===== src/rtl/wb_uart_tx_if.sv =====
// Wishbone bus bundle between the interconnect (master) and a peripheral (slave).
//   adr    word address from the master
//   dat_w  write data, master -> slave
//   dat_r  read data, slave -> master, valid while ack is high
//   we     write enable
//   sel    byte lane selects
//   stb    strobe, cyc  bus cycle
//   ack    single-cycle transfer acknowledge
interface wb_bus;
   logic [31:0] adr;
   logic [31:0] dat_w;
   logic [31:0] dat_r;
   logic        we;
   logic [3:0]  sel;
   logic        stb;
   logic        cyc;
   logic        ack;

   modport master (output adr, dat_w, we, sel, stb, cyc, input dat_r, ack);
   modport slave  (input adr, dat_w, we, sel, stb, cyc, output dat_r, ack);
endinterface


===== src/rtl/wb_uart_tx.sv =====
// Buffered 8N1 UART transmitter behind a Wishbone slave port.
// Firmware pushes bytes into a TX FIFO; a baud FSM shifts them out LSB first.
//   clk_in     system clock, rising edge
//   reset_in   synchronous reset, active-high
//   bus_slave  Wishbone slave (DATA 0x0, STATUS 0x4, DIVISOR 0x8, reserved 0xC)
//   tx_out     serial line, idles high
//
// state    | meaning
// ---------+----------------------------------------------
// ST_IDLE  | line high, pop next byte when FIFO non-empty
// ST_START | start bit (low) for div cycles
// ST_DATA  | 8 data bits, LSB first, div cycles each
// ST_STOP  | stop bit (high) for div cycles
module wb_uart_tx #(
   parameter int FIFO_DEPTH      = 8,
   parameter int DEFAULT_DIVISOR = 434
) (
   input  logic   clk_in,
   input  logic   reset_in,
   wb_bus.slave   bus_slave,
   output logic   tx_out
);

   localparam int AW = $clog2(FIFO_DEPTH);
   localparam int CW = AW + 1;

   localparam logic [1:0] ST_IDLE  = 2'd0;
   localparam logic [1:0] ST_START = 2'd1;
   localparam logic [1:0] ST_DATA  = 2'd2;
   localparam logic [1:0] ST_STOP  = 2'd3;

   localparam logic [1:0] A_DATA   = 2'd0;
   localparam logic [1:0] A_STATUS = 2'd1;
   localparam logic [1:0] A_DIV    = 2'd2;

   logic          ack_q;
   logic [31:0]   rdata_q, rdata_d;
   logic [7:0]    mem_q [FIFO_DEPTH];
   logic [AW-1:0] wr_ptr_q, rd_ptr_q;
   logic [CW-1:0] count_q, count_d;
   logic          ovf_q;
   logic [15:0]   divisor_q;
   logic [1:0]    state_q, state_d;
   logic [7:0]    shift_q, shift_d;
   logic [2:0]    bit_q, bit_d;
   logic [15:0]   baud_q, baud_d;
   logic [15:0]   div_q, div_d;

   logic          req, xfer, push, push_ok, pop, full, empty, busy;
   logic [1:0]    reg_sel;
   logic [15:0]   div_eff;
   logic          bus_unused;

   assign reg_sel = bus_slave.adr[3:2];
   assign req     = bus_slave.stb & bus_slave.cyc & ~ack_q;
   // Register side effects fire on the edge that ends the ACK cycle, so each
   // transfer acts exactly once.
   assign xfer    = ack_q & bus_slave.stb & bus_slave.cyc & bus_slave.we;
   assign push    = xfer & (reg_sel == A_DATA) & bus_slave.sel[0];
   assign full    = (count_q == CW'(FIFO_DEPTH));
   assign empty   = (count_q == '0);
   // Full is judged on the registered count: a same-cycle pop does not rescue the push.
   assign push_ok = push & ~full;
   assign pop     = (state_q == ST_IDLE) & ~empty;
   assign busy    = (state_q != ST_IDLE) | ~empty;
   assign div_eff = (divisor_q == 16'd0) ? 16'd1 : divisor_q;
   assign count_d = count_q + CW'(push_ok) - CW'(pop);

   assign bus_unused = ^{bus_slave.adr[31:4], bus_slave.adr[1:0],
                         bus_slave.dat_w[31:16], bus_slave.sel[3:1]};

   assign bus_slave.ack   = ack_q;
   assign bus_slave.dat_r = rdata_q;

   always_comb begin
      rdata_d = '0;
      if (req) begin
         case (reg_sel)
            A_STATUS: rdata_d = {20'd0, 4'(count_q), 4'd0, ovf_q, empty, full, busy};
            A_DIV:    rdata_d = {16'd0, divisor_q};
            default:  rdata_d = '0;
         endcase
      end
   end

   always_comb begin
      state_d = state_q;
      shift_d = shift_q;
      bit_d   = bit_q;
      baud_d  = baud_q;
      div_d   = div_q;
      case (state_q)
         ST_IDLE: begin
            if (pop) begin
               shift_d = mem_q[rd_ptr_q];
               div_d   = div_eff;
               baud_d  = div_eff - 16'd1;
               bit_d   = 3'd0;
               state_d = ST_START;
            end
         end
         ST_START: begin
            if (baud_q == 16'd0) begin
               baud_d  = div_q - 16'd1;
               state_d = ST_DATA;
            end else begin
               baud_d = baud_q - 16'd1;
            end
         end
         ST_DATA: begin
            if (baud_q == 16'd0) begin
               baud_d = div_q - 16'd1;
               if (bit_q == 3'd7) begin
                  state_d = ST_STOP;
               end else begin
                  shift_d = {1'b0, shift_q[7:1]};
                  bit_d   = bit_q + 3'd1;
               end
            end else begin
               baud_d = baud_q - 16'd1;
            end
         end
         default: begin
            if (baud_q == 16'd0) begin
               state_d = ST_IDLE;
            end else begin
               baud_d = baud_q - 16'd1;
            end
         end
      endcase
   end

   always_comb begin
      case (state_q)
         ST_START: tx_out = 1'b0;
         ST_DATA:  tx_out = shift_q[0];
         default:  tx_out = 1'b1;
      endcase
   end

   always_ff @(posedge clk_in) begin
      if (push_ok) begin
         mem_q[wr_ptr_q] <= bus_slave.dat_w[7:0];
      end
   end

   always_ff @(posedge clk_in) begin
      if (reset_in) begin
         ack_q     <= 1'b0;
         rdata_q   <= '0;
         wr_ptr_q  <= '0;
         rd_ptr_q  <= '0;
         count_q   <= '0;
         ovf_q     <= 1'b0;
         divisor_q <= 16'(DEFAULT_DIVISOR);
         state_q   <= ST_IDLE;
         shift_q   <= '0;
         bit_q     <= '0;
         baud_q    <= '0;
         div_q     <= 16'd1;
      end else begin
         ack_q   <= req;
         rdata_q <= rdata_d;
         count_q <= count_d;
         if (push_ok) begin
            wr_ptr_q <= wr_ptr_q + AW'(1);
         end
         if (pop) begin
            rd_ptr_q <= rd_ptr_q + AW'(1);
         end
         if (push & full) begin
            ovf_q <= 1'b1;
         end else if (xfer && reg_sel == A_STATUS && bus_slave.dat_w[3]) begin
            ovf_q <= 1'b0;
         end
         if (xfer && reg_sel == A_DIV) begin
            divisor_q <= bus_slave.dat_w[15:0];
         end
         state_q <= state_d;
         shift_q <= shift_d;
         bit_q   <= bit_d;
         baud_q  <= baud_d;
         div_q   <= div_d;
      end
   end

endmodule


===== src/flat_wrapper.sv =====
// flat-port wrapper written by rule: the top's interface ports become plain ports
module wb_uart_tx_flat 
#(
   parameter int FIFO_DEPTH      = 8,
   parameter int DEFAULT_DIVISOR = 434
)
  (clk_in, reset_in, tx_out, bus_slave_adr, bus_slave_dat_w, bus_slave_we, bus_slave_sel, bus_slave_stb, bus_slave_cyc, bus_slave_dat_r, bus_slave_ack);
  wb_bus bus_slave_i ();
  input  logic clk_in;
  input  logic reset_in;
  output logic tx_out;
  input wire logic [$bits(bus_slave_i.adr)-1:0] bus_slave_adr;
  input wire logic [$bits(bus_slave_i.dat_w)-1:0] bus_slave_dat_w;
  input wire logic [$bits(bus_slave_i.we)-1:0] bus_slave_we;
  input wire logic [$bits(bus_slave_i.sel)-1:0] bus_slave_sel;
  input wire logic [$bits(bus_slave_i.stb)-1:0] bus_slave_stb;
  input wire logic [$bits(bus_slave_i.cyc)-1:0] bus_slave_cyc;
  output wire logic [$bits(bus_slave_i.dat_r)-1:0] bus_slave_dat_r;
  output wire logic [$bits(bus_slave_i.ack)-1:0] bus_slave_ack;
  assign bus_slave_i.adr = bus_slave_adr;
  assign bus_slave_i.dat_w = bus_slave_dat_w;
  assign bus_slave_i.we = bus_slave_we;
  assign bus_slave_i.sel = bus_slave_sel;
  assign bus_slave_i.stb = bus_slave_stb;
  assign bus_slave_i.cyc = bus_slave_cyc;
  assign bus_slave_dat_r = bus_slave_i.dat_r;
  assign bus_slave_ack = bus_slave_i.ack;
  wb_uart_tx #(.FIFO_DEPTH(FIFO_DEPTH), .DEFAULT_DIVISOR(DEFAULT_DIVISOR)) u_core (.clk_in(clk_in), .reset_in(reset_in), .bus_slave(bus_slave_i), .tx_out(tx_out));
endmodule

===== config.mk =====
export PLATFORM = sky130hd
export DESIGN_NAME = wb_uart_tx_flat
export DESIGN_NICKNAME = d
export VERILOG_FILES = /design/src/rtl/wb_uart_tx_if.sv /design/src/rtl/wb_uart_tx.sv /design/src/flat_wrapper.sv
export SDC_FILE = /design/constraint.sdc
export NUM_CORES = 1
export LEC_CHECK = 0
export ABC_CLOCK_PERIOD_IN_PS = 2800
export CELL_PAD_IN_SITES_DETAIL_PLACEMENT = 0
export CELL_PAD_IN_SITES_GLOBAL_PLACEMENT = 1
export CORE_MARGIN = 2
export CORE_UTILIZATION = 38
export CTS_CLUSTER_DIAMETER = 40
export DETAILED_ROUTE_END_ITERATION = 12
export GPL_ROUTABILITY_DRIVEN = 0
export GPL_TIMING_DRIVEN = 0
export PLACE_DENSITY = 0.76
export SYNTH_ARGS = -nofsm -noshare
export SYNTH_HDL_FRONTEND = slang
export SYNTH_SLANG_ARGS = --single-unit

===== constraint.sdc =====
create_clock -name clk_in -period 2.8 [get_ports clk_in]
set_input_delay 0.56 -clock clk_in [delete_from_list [all_inputs] [get_ports clk_in]]
set_output_delay 0.56 -clock clk_in [all_outputs]
set_load 0.01 [all_outputs]

==> results_dict.tcl, run 1 <==
set metrics [dict create \
    outcome "finished, final reports clean" \
    rsz0062_at_grt "yes" \
    synth_ff_type "dfxtp_1" \
    internal_power_mw 5.39 \
    cp_common_cell "nor2_1" \
    clock_skew_ns 0.0125 \
    cts-root-buf "clkbuf_16" \
    crit_required_ns 2.85 \
    worstPathMaxFanout 8 \
    wire_per_inst_um 17.0 \
    vias 5625 \
    overflow 0 \
    r2r_end "u_core.baud_q[11]" \
    post_dp_cell_area_um2 8180 \
    instances_no_fill 1085 \
    fin_area_um2 9120 \
    netlist_instances 719 \
    synth_top_area_share 0.260 \
    fin_total_pwr_mw 8.74 \
    finalSetupViolations 0 \
    dieArea_um2 20600 \
    cts_hold_buf 0 \
    synthArstFlopShare 0 \
    leakage_nw 3.28 \
    fillCellCount 1870 \
    drt-initial-drc-count 501 \
    startpoint_type "input pin" \
    row_count 51 \
    sw_frac_of_total 0.383 \
    grt_pass1_wl_um 29500 \
    viasPerCell 5.18 \
    combPwrFrac 0.404 \
    die_h_um 143 \
    ir_drop_uv 530 \
    cap_violations 0 \
    yosysWarnings 0 \
    ioPinCount 107 \
    antenna_found_initial 0 \
    power.switching_mw 3.34 \
    cp-end-kind "flop" \
    dr.pass1.iters 5 \
    synth.distinct_cells 72 \
    holdCritPathClass "flop to flop" \
    worst_slew_margin_rel 0.428 \
    start_util 0.384 \
    synth_area_leaders "edfxtp_1 26%, dfxtp_1 25%, nand2_1 5.2%" \
    grtUsageTotal 0.188 \
    maxSlewViolCount 0 \
    power_frac_seq 0.326 \
    nNetsFinal 901 \
    period_minus_slack_ns 2.75 \
    clkPwrFrac 0.270 \
    dp_cells 1039 \
    max_slew.worst_pin.slew_ns 0.850 \
    crit_chain "clkdlybuf4s50_1 > and4_1 > nand3_1 > nor2_1 > nand2_1 > nor2_1" \
    insertion_delay_ns 0.43 \
    finish.utilization 0.473 \
    routed_wirelength_um 18500 \
    whs_endpoint "u_core.ovf_q" \
    grt_max_degree 21 \
    core_um2 19300 \
    antennaDiodeCount 0 \
    syn_avg_cell_area_um2 10.3 \
    p_per_area_nw_per_um2 958 \
    syn_area_um2 7390 \
    r2r-start "u_core.baud_q[1]" \
    yosysSeqAreaShare 0.509 \
    crit_slowest_cell "nor2_1" \
    grt_pass1_vias 5341 \
    worstSetupPathType "input pin to flop" \
    drive_gt1_frac 0.168 \
    synth_most_common_cell "nand2_1" \
    path_clk_slew_ns 0.07 \
    hold_viol_final 0 \
    synth_seq_cells 156 \
    cts_made_buffers 17 \
    min_path_cells 2 \
    hpwl_um 13100 \
    cts_max_path_buffers 2 \
    reg2reg_depth 11 \
    dieWidth_um 143 \
    cp_slowest_stage_delay_ns 0.69 \
    fmax_mhz 364 \
    worst-r2r-setup-slack_ns 0.09 \
    hold_start "u_core.ovf_q" \
    crit_arrival_ns 2.80 \
    fin_setup_tns_ns 0 \
    yosysTopAreaCell "edfxtp_1" \
    cts_sinks 156 \
    drc 0 \
    route.antenna.remaining_nets 0 \
    cts_tree "built" \
    io_buffers 40 \
    synth-edff-count 64 \
    area_growth_pct 23.4 \
    period_share 0.982 \
    ys_top_cells_by_count "102 x nand2_1, 92 x dfxtp_1, 64 x edfxtp_1" \
    cts_max_level 4 \
]
==> critical path, delay by kind of cell <==
family	cells	cell delay, ns
AND/OR/NAND/NOR	5	1.76
buffers and inverters	1	0.47
==> how the worst max path moves through the flow <==
stage / start / endpoint / slack [ns] / depth (start not counted)
after floorplan: u_core.count_q[2] / u_core.count_q[2] / 0.02 / 14
after global routing: bus_slave_cyc / u_core.mem_q[6][1] / -0.15 / 6
after global placement: u_core.count_q[2] / u_core.count_q[2] / -0.93 / 14
after CTS: bus_slave_cyc / u_core.mem_q[5][4] / -0.33 / 6
final: bus_slave_cyc / u_core.mem_q[7][1] / 0.05 / 6
after detailed placement: u_core.count_q[2] / u_core.count_q[2] / -0.89 / 14
==> layout by cell type (no fill, tap or decap), drive strengths merged, types with 4 or more instances in the layout <==
cell type | netlist | routed
clkbuf | 30 | 41
o31ai | 5 | 5
xor2 | 18 | 18
nor3b | 8 | 8
dfxtp | 92 | 92
clkdlybuf4s50 | 0 | 40
or3 | 6 | 6
nor2 | 55 | 55
or4 | 7 | 7
nor4 | 12 | 12
o22ai | 4 | 4
conb | 1 | 16
inv | 23 | 33
mux2i | 23 | 23
clkinv | 0 | 5
a21oi | 49 | 49
nor3 | 21 | 21
a311oi | 4 | 4
xnor2 | 15 | 15
ha | 20 | 20
nand2 | 102 | 102
a31oi | 4 | 4
nand2b | 5 | 5
mux4 | 16 | 16
nor2b | 4 | 4
o21ai | 31 | 31
edfxtp | 64 | 64
nand3 | 12 | 12
a22oi | 10 | 10
and3 | 11 | 11
buf | 26 | 45
==> power by group through the flow <==
stage,combinational [mW],clock [mW],sequential [mW]
2_1_floorplan,2.34,0,2.82
3_3_place_gp,3.08,0,2.88
3_5_place_dp,3.08,0,2.88
4_1_cts,3.40,2.39,2.84
5_1_grt,3.89,2.49,2.88
6_report,3.53,2.36,2.85
==> through the flow <==
step,hold slack (ns),worst slack [ns]
6_report,0.456,0.0495
5_1_grt,0.483,-0.148
4_1_cts,0.459,-0.326
3_5_place_dp,0.449,-0.887
3_3_place_gp,0.445,-0.934
2_1_floorplan,0.432,0.0190
==> state kept, by name, indices dropped and copies added (netlist names), named ones only <==
register and count:
u_core.mem_q 64, u_core.bus_slave.ack 1, u_core.rd_ptr_q 3, u_core.baud_q 16, u_core.ovf_q 1, u_core.state_q 2, u_core.divisor_q 16, u_core.shift_q 8
u_core.div_q 16, u_core.count_q 4, u_core.bus_slave.dat_r 16, u_core.wr_ptr_q 3, u_core.bit_q 3
==> cells by family after synthesis <==
| kind of cell | Yosys count | synth area share |
|---|---|---|
| other | 1 | 0.000507 |
| buffers and inverters | 79 | 0.0518 |
| muxes | 39 | 0.0799 |
| xor gates and xnor gates | 33 | 0.0391 |
| and+or+nand+nor | 259 | 0.171 |
| DFF | 156 | 0.509 |
| adders and majority gates | 21 | 0.0366 |
| AOI/OAI and AO/OA | 131 | 0.113 |
==> cell type report <==
| type | instances | area (um^2) | share of cell area |
|---|---|---|---|
| clock inverters | 15 | 194 | 0.0213 |
| inverters | 23 | 86.3 | 0.00947 |
| well taps | 265 | 332 | 0.0364 |
| multi-input cells | 499 | 3440 | 0.377 |
| flip-flops and latches | 156 | 3780 | 0.415 |
| clock buffers | 17 | 425 | 0.0466 |
| repair buffers | 61 | 569 | 0.0624 |
| plain buffers | 49 | 289 | 0.0317 |
==> layer usage <==
layer	track usage	share of wire
met1	0.261	0.47
met3	0.0320	0.038
met5	0	0
met2	0.299	0.47
met4	0.0599	0.017
==> repair_timing <==
action	CTS	global route
buffers inserted	14	7
endpoints found under the setup margin	82	58
resized for setup	34	20
pin swaps	7	12
Note: power is estimated with default switching activity, not from simulation.
==> run 2: changes to the inputs <==
- CORE_UTILIZATION: 38 -> 45
- CTS_CLUSTER_SIZE: unset -> 24
- DONT_BUFFER_PORTS: unset -> 1
- PLACE_DENSITY: 0.76 -> 0.77
==> run 2 against run 1 <==
Count of clock-buffer cells in the layout unchanged. Die area fell by 15%. Hold slack lost 0.24 ns. Core utilization is 6.4 points higher.
==> results_dict.tcl, run 2 (synthesis results as in run 1) <==
set metrics [dict create \
    outcome "finished, final reports clean" \
    cp_slowest_stage_delay_ns 0.59 \
    wire_per_inst_um 18.7 \
    ir_drop_uv 638 \
    grt_max_degree 20 \
    cap_violations 0 \
    cts_max_path_buffers 2 \
    startpoint_type "flop" \
    path_delay_family "simple AND/OR/NAND/NOR gates" \
    fmax_mhz 365 \
    drc 0 \
    core_um2 16000 \
    crit_required_ns 3.12 \
    ioPinCount 107 \
    cts_made_buffers 17 \
    routed_wirelength_um 18400 \
    cts_hold_buf 0 \
    fin_total_pwr_mw 8.52 \
    cts-root-buf "clkbuf_16" \
    crit_slowest_cell "or4_4" \
    finish.utilization 0.537 \
    dr.pass1.iters 5 \
    path_clk_slew_ns 0.07 \
    die_h_um 132 \
    hpwl_um 13300 \
    grt_pass1_wl_um 29200 \
    period_minus_slack_ns 2.74 \
    leakage_nw 3.08 \
    hold_viol_final 0 \
    dieArea_um2 17500 \
    crit_arrival_ns 3.06 \
    fin_setup_tns_ns 0 \
    worst_slew_margin_rel 0.457 \
    pre_cts_ws_ns -0.790 \
    worstPathMaxFanout 8 \
    worstSetupPathType "flop to flop" \
    maxSlewViolCount 0 \
    cts_max_level 4 \
    max_slew.worst_pin.slew_ns 0.811 \
    route.antenna.remaining_nets 0 \
    viasPerCell 5.61 \
    insertion_delay_ns 0.43 \
    nNetsFinal 852 \
    clock_skew_ns 0.0126 \
    p_per_area_nw_per_um2 992 \
    start_util 0.462 \
    top_register "u_core.mem_q" \
    setup_slack_ns 0.0591 \
    vias 5534 \
    period_share 0.979 \
    grt_pass1_vias 5256 \
    grtUsageTotal 0.215 \
    layout_commonest_cell "nand2_1" \
    drt-initial-drc-count 457 \
    crit_chain "or4_4 > nor4b_4 > a21oi_2 > ha_2 > or3b_4 > nor3_1 > xnor2_1 > nor2_1 > a311oi_1 > o21ai_0" \
    finalSetupViolations 0 \
    cp-end-kind "flop" \
    area_growth_pct 16.2 \
    io_buffers 0 \
    antenna_found_initial 0 \
    overflow 0 \
    holdWs_ns 0.219 \
    holdCritPathClass "input pin to flop" \
    cts_tree "built" \
    crit_buf_inv 0 \
    largest_register_ffs 64 \
    antennaDiodeCount 0 \
    row_count 46 \
    cts_sinks 156 \
    drive_gt1_frac 0.173 \
    final_cell_mix "102 x nand2_1, 77 x dfxtp_1, 64 x edfxtp_1" \
    dieWidth_um 132 \
]
## run 2: changes by cell type in the layout (fill, tap and decap cells not counted), moves of 2 or more
cell / change
clkbuf_2: -2
ha_2: +2
dfxtp_4: +3
buf_6: -3
buf_4: -5
ha_1: -2
o21ai_0: +4
o21ai_1: -4
dfxtp_1: -3
clkdlybuf4s50_1: -40
## run 2: power breakdown
| part | internal (mW) | switching (mW) |
|---|---|---|
| clock network | 1.22 | 1.12 |
| logic | 1.40 | 1.90 |
| registers | 2.61 | 0.270 |
## run 2: worst paths after layout
| path | from | end | slack (ns) | cells past startpoint |
|---|---|---|---|---|
| worst max-delay path | u_core.divisor_q[4] | u_core.baud_q[6] | 0.06 | 10 |
| worst min-delay path | bus_slave_dat_w[0] | u_core.mem_q[5][0] | 0.22 | 0 |
| worst max register to register | u_core.divisor_q[4] | u_core.baud_q[6] | 0.06 | 10 |
| worst min register to register | u_core.ovf_q | u_core.ovf_q | 0.46 | 2 |
## run 2: final cells by class
cell class | count | area [um^2]
fillers | 1422 | 7410
flip-flops and latches | 156 | 3790
multi-input cells | 499 | 3450
clock buffers | 17 | 425
plain buffers | 48 | 275
well taps | 216 | 270
clock inverters | 15 | 184
repair buffers | 13 | 110
inverters | 23 | 86.3
## run 2: what timing repair did
action	in CTS	in global routing
setup buffers	4	8
pin swaps	7	11
setup endpoints to repair	65	34
endpoints found under the hold margin	0	0
cloned	1	0
gates resized for setup	28	28
## run 2: through the flow
step / instance area, um^2 / instances
after CTS: 8470 / 982
after global routing: 8590 / 987
after detailed placement: 7720 / 950
after global placement: 7720 / 950
final: 8590 / 987
after floorplan: 7450 / 734
## run 2: routing by layer
| layer | vias up | track usage | part of all wire |
|---|---|---|---|
| li1 | 2652 | - | - |
| met1 | 2656 | 0.290 | 0.43 |
| met2 | 212 | 0.343 | 0.48 |
| met3 | 14 | 0.0561 | 0.077 |
| met4 | 0 | 0.0615 | 0.010 |
| met5 | - | 0 | 0 |
==> run 3: changes to the inputs <==
- CTS_CLUSTER_DIAMETER: 40 -> 150
- GPL_ROUTABILITY_DRIVEN: 0 -> 1
- SKIP_CTS_REPAIR_TIMING: unset -> 1
==> run 3 against run 2 <==
Cell area barely moved. Non-clock buffer count rose by 2. Count of clock-buffer cells in the layout did not move. Via count fell by 2.1%. Critical path depth did not move. Sequential share of layout area fell by 0.11 points. Total power fell by 0.26%. Cell count rose by 0.20%. Critical endpoint unchanged.
==> results_dict.tcl, run 3 (synthesis results as in run 1) <==
set metrics [dict create \
    seqCellArea_um2 3790 \
    dieArea_um2 17500 \
    crit_slowest_cell "or4_4" \
    fmax_mhz 361 \
    finish.utilization 0.537 \
    drive_gt1_frac 0.169 \
    die_h_um 132 \
    setup_slack_ns 0.0297 \
    hpwl_um 13000 \
    max_slew.worst_pin.slew_ns 0.906 \
    insertion_delay_ns 0.43 \
    io_buffers 0 \
    ioPinCount 107 \
    largest_register_ffs 64 \
    gp_congestion 0.876 \
    grt_max_degree 20 \
    cap_violations 0 \
    viasPerCell 5.48 \
    row_count 46 \
    fillCellCount 1441 \
    hold_viol_final 0 \
    cts_max_path_buffers 2 \
    drc 0 \
    worstPathMaxFanout 5 \
    cp-end-kind "flop" \
    multi_input_area_um2 3450 \
    crit_arrival_ns 3.08 \
    cts_made_buffers 17 \
    antennaDiodeCount 0 \
    crit_chain "or4_4 > nor4b_4 > a21oi_2 > ha_2 > or3b_2 > nor3_1 > xnor2_1 > nor2_1 > a311oi_2 > o21ai_1" \
    pre_cts_ws_ns -0.800 \
    crit_required_ns 3.11 \
    cp_slowest_stage_delay_ns 0.57 \
    cts-root-buf "clkbuf_16" \
    wire_per_inst_um 18.2 \
    post_dp_cell_area_um2 7720 \
    grtUsageTotal 0.209 \
    final_cell_mix "102 x nand2_1, 81 x dfxtp_1, 64 x edfxtp_1" \
    dp_cells 950 \
    route.antenna.remaining_nets 0 \
    area_growth_pct 16.3 \
    leakage_nw 3.10 \
    clock_skew_ns 0.0136 \
    holdCritPathClass "input pin to flop" \
    maxSlewViolCount 0 \
    nNetsFinal 854 \
    fin_area_um2 8600 \
    overflow 0 \
    instances_no_fill 989 \
    ir_drop_uv 540 \
    dr.pass1.iters 5 \
    finalSetupViolations 0 \
    core_um2 16000 \
    cts_sinks 156 \
    layout_commonest_cell "nand2_1" \
    worst-r2r-setup-slack_ns 0.03 \
    dieWidth_um 132 \
    period_share 0.989 \
    routed_wirelength_um 18000 \
    fin_total_pwr_mw 8.50 \
    startpoint_type "flop" \
    grt_pass1_vias 5232 \
    top_register "u_core.mem_q" \
    worstSetupPathType "flop to flop" \
    outcome "finished, final reports clean" \
    p_per_area_nw_per_um2 988 \
    vias 5417 \
    antenna_found_initial 0 \
    cts_tree "built" \
    cts_max_level 4 \
    worst_slew_margin_rel 0.391 \
    period_minus_slack_ns 2.77 \
    grt_pass1_wl_um 28200 \
    drt-initial-drc-count 445 \
    path_clk_slew_ns 0.07 \
    start_util 0.462 \
]
## run 3: cell types whose count changed in the layout (fill, tap and decap cells not counted), sizes merged
cell,previous run,this run
clkdlybuf4s15,1,0
buf,37,39
inv,32,33
clkbuf,40,41
clkinv,6,5
## run 3: critical path: cells and delay by family (launching register included)
| kind | cells | cell delay, ns |
|---|---|---|
| compound gates | 3 | 0.51 |
| xor+xnor | 1 | 0.22 |
| fa+ha+maj | 1 | 0.20 |
| flops | 1 | 0.36 |
| simple gates | 5 | 1.35 |
## run 3: final cells by class
| class | count | area share |
|---|---|---|
| multi-input combinational | 499 | 0.401 |
| clock buffer | 17 | 0.0495 |
| clock inverter | 15 | 0.0211 |
| sequential | 156 | 0.440 |
| tap | 216 | 0.0314 |
| inverter | 23 | 0.0103 |
| timing repair buffer | 14 | 0.0121 |
| buffer | 49 | 0.0342 |
## run 3: final timing paths
path	from	endpoint	depth (start not counted)
setup / recovery	u_core.divisor_q[6]	u_core.baud_q[6]	10
hold / removal	bus_slave_dat_w[2]	u_core.mem_q[5][2]	0
setup reg to reg	u_core.divisor_q[6]	u_core.baud_q[6]	10
hold reg to reg	u_core.shift_q[7]	u_core.shift_q[7]	2
## run 3: where the power goes
part           internal, mW  total (mW)  switching [mW]
registers              2.61        2.85           0.240
clock network          1.22        2.32            1.11
logic                  1.40        3.33            1.93
## run 3: layer usage
metal  global-route usage  routed length, um  vias to the layer above  part of all wire
met1                0.282               8390                     2609              0.47
met3               0.0554               1020                       13             0.057
li1                     -                  -                     2648                 -
met5                    0                  0                        -                 0
met2                0.328               8390                      147              0.47
met4               0.0675                200                        0             0.011
## run 3: through the flow
step	setup TNS, ns	hold WS [ns]
after detailed placement	-16.81	0.449
after floorplan	0	0.432
after CTS	-12.64	0.209
after global placement	-12.96	0.446
after global routing	-0.0273	0.204
final	0	0.221
